[config.mk]
export PLATFORM = sky130hd
export DESIGN_NAME = wport_decoder
export DESIGN_NICKNAME = d
export VERILOG_FILES = /design/src/rtl/regfile_pkg.sv /design/src/rtl/onehot_decoder.sv /design/src/rtl/wport_decoder.sv
export SDC_FILE = /design/constraint.sdc
export NUM_CORES = 1
export LEC_CHECK = 0
export CAP_MARGIN = 20
export CORE_MARGIN = 4
export CORE_UTILIZATION = 51
export DETAILED_ROUTE_END_ITERATION = 8
export PLACE_DENSITY = 0.87
export SLEW_MARGIN = 20
export SYNTH_ARGS = -nofsm -noshare
export SYNTH_HDL_FRONTEND = slang
export SYNTH_SLANG_ARGS = --single-unit
[constraint.sdc]
create_clock -name clock -period 2 [get_ports clock]
set_input_delay 0.3 -clock clock [delete_from_list [all_inputs] [get_ports clock]]
set_output_delay 0.3 -clock clock [all_outputs]
set_load 0.03 [all_outputs]
[src/rtl/regfile_pkg.sv]
// Shared register-file constants and helpers for the write-port decode path.
// Imported by the one-hot decoder and the multi-port write decoder.
package regfile_pkg;

    localparam int REG_ADDR_W = 5;
    localparam int NUM_REGS   = 2 ** REG_ADDR_W;
    localparam int ZERO_REG   = 0;

    // Ceiling log2, with a floor of 1 so a single-entry index still has a bit.
    function automatic int clog2(input int value);
        int result;
        result = 1;
        while ((2 ** result) < value) begin
            result = result + 1;
        end
        return result;
    endfunction

endpackage

[src/rtl/onehot_decoder.sv]
// Enable + address to one-hot decoder for a single register-file write port.
// Purely combinational; the output is all zeros when en is low.
module onehot_decoder
    import regfile_pkg::*;
#(
    parameter int ADDR_W = REG_ADDR_W
) (
    input  logic                 en,
    input  logic [ADDR_W-1:0]    addr,
    output logic [2**ADDR_W-1:0] onehot
);

    always_comb begin
        // NOTE: assign a default before any conditional write so no latch is inferred.
        onehot = '0;
        if (en) begin
            onehot[addr] = 1'b1;
        end
    end

endmodule

[src/rtl/wport_decoder.sv]
// Multi-port register-file write-enable decoder: per-port one-hot decode,
// highest-port-wins merge, conflict detection, optional output stage and counter.
module wport_decoder
    import regfile_pkg::*;
#(
    parameter int ADDR_W      = REG_ADDR_W,
    parameter int NUM_PORTS   = 2,
    parameter int ZERO_REG_RO = 1,
    parameter int REGISTERED  = 1,
    parameter int CNT_W       = 16
) (
    input  logic                          clock,
    input  logic                          reset,
    input  logic                          stall,
    input  logic [NUM_PORTS-1:0]          in_valid,
    input  logic [NUM_PORTS*ADDR_W-1:0]   in_addr,
    output logic [2**ADDR_W-1:0]          wen,
    output logic [NUM_PORTS-1:0]          grant,
    output logic                          conflict,
    output logic [CNT_W-1:0]              conflict_count
);

    localparam int NREGS = 2 ** ADDR_W;

    logic [NUM_PORTS-1:0][NREGS-1:0] raw;
    logic [NUM_PORTS-1:0][NREGS-1:0] masked;
    logic [NUM_PORTS-1:0]            live;
    logic [NREGS-1:0]                wen_d;
    logic [NUM_PORTS-1:0]            grant_d;
    logic                            conflict_d;

    for (genvar p = 0; p < NUM_PORTS; p++) begin : g_dec
        onehot_decoder #(
            .ADDR_W (ADDR_W)
        ) u_dec (
            .en     (in_valid[p]),
            .addr   (in_addr[p*ADDR_W +: ADDR_W]),
            .onehot (raw[p])
        );
    end

    // Two live ports collide exactly when their masked one-hots are equal;
    // the lower-indexed one yields, so the highest port always wins.
    always_comb begin
        masked     = raw;
        live       = '0;
        wen_d      = '0;
        grant_d    = '0;
        conflict_d = 1'b0;
        for (int p = 0; p < NUM_PORTS; p++) begin
            if (ZERO_REG_RO != 0) begin
                masked[p][ZERO_REG] = 1'b0;
            end
            live[p] = |masked[p];
            wen_d   = wen_d | masked[p];
        end
        for (int p = 0; p < NUM_PORTS; p++) begin
            grant_d[p] = live[p];
            for (int q = p + 1; q < NUM_PORTS; q++) begin
                if (live[p] && live[q] && (masked[p] == masked[q])) begin
                    grant_d[p] = 1'b0;
                    conflict_d = 1'b1;
                end
            end
        end
    end

    if (REGISTERED != 0) begin : g_reg
        // NOTE: registered state uses non-blocking assignments only.
        always_ff @(posedge clock or posedge reset) begin
            if (reset) begin
                wen      <= '0;
                grant    <= '0;
                conflict <= 1'b0;
            end else if (!stall) begin
                wen      <= wen_d;
                grant    <= grant_d;
                conflict <= conflict_d;
            end
        end
    end else begin : g_comb
        // A stall suppresses the write itself but still reports the conflict.
        always_comb begin
            wen      = (reset || stall) ? '0 : wen_d;
            grant    = (reset || stall) ? '0 : grant_d;
            conflict = reset ? 1'b0 : conflict_d;
        end
    end

    always_ff @(posedge clock or posedge reset) begin
        if (reset) begin
            conflict_count <= '0;
        end else if (conflict_d && !stall && (conflict_count != {CNT_W{1'b1}})) begin
            conflict_count <= conflict_count + CNT_W'(1);
        end
    end

endmodule

==> summary.md <==
| Metric | Value |
|---|---|
| Drt drc | 0 |
| CP endpoint kind | flop |
| RSZ-0062 raised after global routing | yes |
| Clock sinks | 50 |
| Period utilization | 130.2% |
| Syn nets | 372 |
| Avg Vias per Cell | 6.435 |
| Area growth, synth to finish | 58.46% |
| Final setup fails | 18 |
| Max Clk Rate | 384.0 MHz |
| 1st-iter DRT viols | 472 |
| Final ANT Viol Nets | 0 |
| 1st-pass router iterations | 7 |
| Clock skew | 0.003003 ns |
| Post-synthesis mux area share | 8.960% |
| Leakage | 0.002162 uW |
| Post-Synth Simple-Gate Area | 24.48% |
| Initial Util | 53.71% |
| CP max-delay cell | nor4_4 |
| Row count | 27 |
| Clk slew on worst S/H paths | 0.11 ns |
| Post-synth cell types | 34 |
| Die Wd | 85.09 um |
| First-pass GRT wire length | 15750 um |
| Synth warn | 0 |
| Nets | 491 |
| Cell count after synthesis | 325 |
| Synthesized flop and latch total | 50 |
| Synth Area in Adders | 13.21% |
| Number of global-route vias before repair | 3200 |
| Root buffer cell | clkbuf_8 |
| Crit start category | primary input |
| Max_cap viols | 0 |
| Max stage delay on crit path | 0.36 ns |
| Post-synthesis sequential area ratio | 41.29% |
| Routability congestion estimate | 1.005 |
| Slew HR | 59.36% |
| Final hold slack | 0.3333 ns |
| Pwr/cell area | 513.1 nW/um2 |
| Io pins | 66 |
| Worst-margin pin slew | 0.6096 ns |
| H-tree levels | 2 |
| Status | complete, but fails checks |
| Share of cells above drive strength 1 | 33.48% |
| Largest family of logic cells by synthesized area | simple AND/OR/NAND/NOR gates |
| Largest net degree at the start of global routing | 41 |
| HPWL Detailed | 6065 um |
| Crit path max fanout | 5 |
| Worst min-delay path category | primary input to asynchronous set/reset pin |
| Initial antenna violation count | 0 |
| Final worst setup slack | -0.6044 ns |
| Total Negative Setup Slacks | -9.289 ns |
| CTS Buffer Depth | 2 |
| GRT Total Usage | 27.53% |
| Asr flop ratio synth | 100.0% |
| Final Hold Viols | 0 |
| Die height | 85.09 um |
| Period minus WS final | 2.604 ns |
| Hold Buf Count CTS | 0 |
| Core Util, Final | 85.12% |
| Failing checks | setup timing |
| Number of flops mapped to enable cells by yosys | 0 |
| CP arrival | 2.83 ns |
| Die area | 7239 um2 |
| Xor/xnor share of the synthesized area | 4.335% |
| Port Buffers | 64 |
| Synth Cell Area | 3030 um2 |
| Routed vias | 3327 |
| Crit path kind | primary input to flop |
| Syn Area/Cell | 9.324 um2 |
| Placement Setup Slack | -1.254 ns |
| Ys flop type | dfrtp_1 |
| Peak VDD IR | 342.4 uV |
| Skew-Pair Late Insertion Delay | 0.32 ns |
| Core area | 5642 um2 |
| WL per Instance | 23.76 um |
| Data required, critical path | 2.23 ns |
| Worst path cell trace | buf_6 -> inv_4 -> nor3b_4 -> buf_4 -> buf_6 -> nand2_1 -> ha_1 -> nor4_2 -> nand4_1 -> nor4_4 -> buf_4 -> buf_6 -> nand3_1 -> xnor2_1 |
| CP most frequent cell | buf_6 |
| Slew Limit Fails | 0 |
| Antenna fix cells | 0 |
| Synth Area in Compound Gates | 2.188% |
| Final WL | 12280 um |
| Inserted Clock Buffers | 5 |
| CTS tree | built |
| Grt ovf | 0 |
| Tot Pwr | 2464 uW |
critical path: cells and delay by family:
family / cells / cell delay [ns]
buf+inv: 6 / 0.73
simple gates: 6 / 1.30
xor+xnor: 1 / 0.21
fa+ha+maj: 1 / 0.29
cells in the mapped netlist (2+ instances only):
cell	count	share of area, %
xnor2_1	15	4.3
nand4_1	6	1.2
nand3b_1	2	0.50
nor4_1	8	1.7
nand3_1	12	2.0
buf_1	2	0.25
and3_1	9	1.9
nor3b_1	8	2.0
and3b_2	2	0.66
clkbuf_1	6	0.74
buf_2	2	0.33
o21ai_0	7	1.2
nand2_1	79	9.8
dfrtp_1	50	41
ha_1	32	13
nor2_1	8	0.99
inv_1	28	3.5
nor3_1	6	0.99
mux2i_1	26	8.6
and3b_1	3	0.87
through the flow:
stage                     area (um2)  std cells
final                           4802        517
after global routing            4802        517
after CTS                       4403        504
after detailed placement        3994        484
after global placement          3994        484
after floorplan                 3054        325
cells in the final DEF (no fill, tap or decap), types with 13 or more instances in the layout:
cell and n:
nand2_1 65, clkdlybuf4s50_1 51, dfrtp_1 50, buf_4 46, inv_1 26, mux2i_1 26
buf_6 17, ha_1 16, ha_4 16, xnor2_1 13
metal layers:
metal / GRT usage (%) / vias up / share of wire [%]
met5: 0 / - / 0
met3: 3.786 / 109 / 9.1
met4: 13.81 / 0 / 7.8
met2: 48.80 / 306 / 48
met1: 32.33 / 1581 / 35
li1: - / 1331 / -
cell type report:
cell class,count,area [um2]
fillers,235,839.6
repair buffers,124,1155
multi-input cells,235,2103
flip-flops and latches,50,1251
clock buffers,5,68.82
clock inverters,3,26.28
well taps,72,90.09
inverters,28,107.6
flip-flops by register name, summed over array words and instances (netlist names):
name / flops
conflict: 1
conflict_count: 16
grant: 2
wen: 31
power by group:
| part | total, uW | switching, uW | leakage (uW) | internal (uW) |
|---|---|---|---|---|
| Combinational | 696 | 377 | 0.00143 | 319 |
| Clock | 643 | 384 | 0.0000491 | 258 |
| Sequential | 1130 | 61.6 | 0.000687 | 1060 |
logic make-up after synthesis:
family / after synthesis
xor+xnor: 15
flops: 50
fa+ha+maj: 32
other cells: 1
mux: 27
simple gates: 149
compound gates: 11
buf+inv: 40
path summary, 6_finish.rpt:
kind                                          from                  to  slack (ns)  cells after the start
worst min-delay path                         reset             wen[28]        0.33                      2
worst min register to register  conflict_count[14]  conflict_count[14]        0.51                      1
max in group asynchronous                    reset              wen[5]        1.13                      3
worst max-delay path                   in_valid[0]  conflict_count[15]       -0.60                     14
min in group clock                           stall            grant[0]        0.46                      3
worst max register to register   conflict_count[1]  conflict_count[15]       -0.05                      7
timing repair:
item / 4_1_cts / 5_1_grt
gates resized for setup: 100 / 50
setup endpoints to repair: 18 / 18
setup buffers: 12 / 13
hold endpoints to repair: 0 / 0
pin swaps: 24 / 21
(Power assumes the default switching activity.)
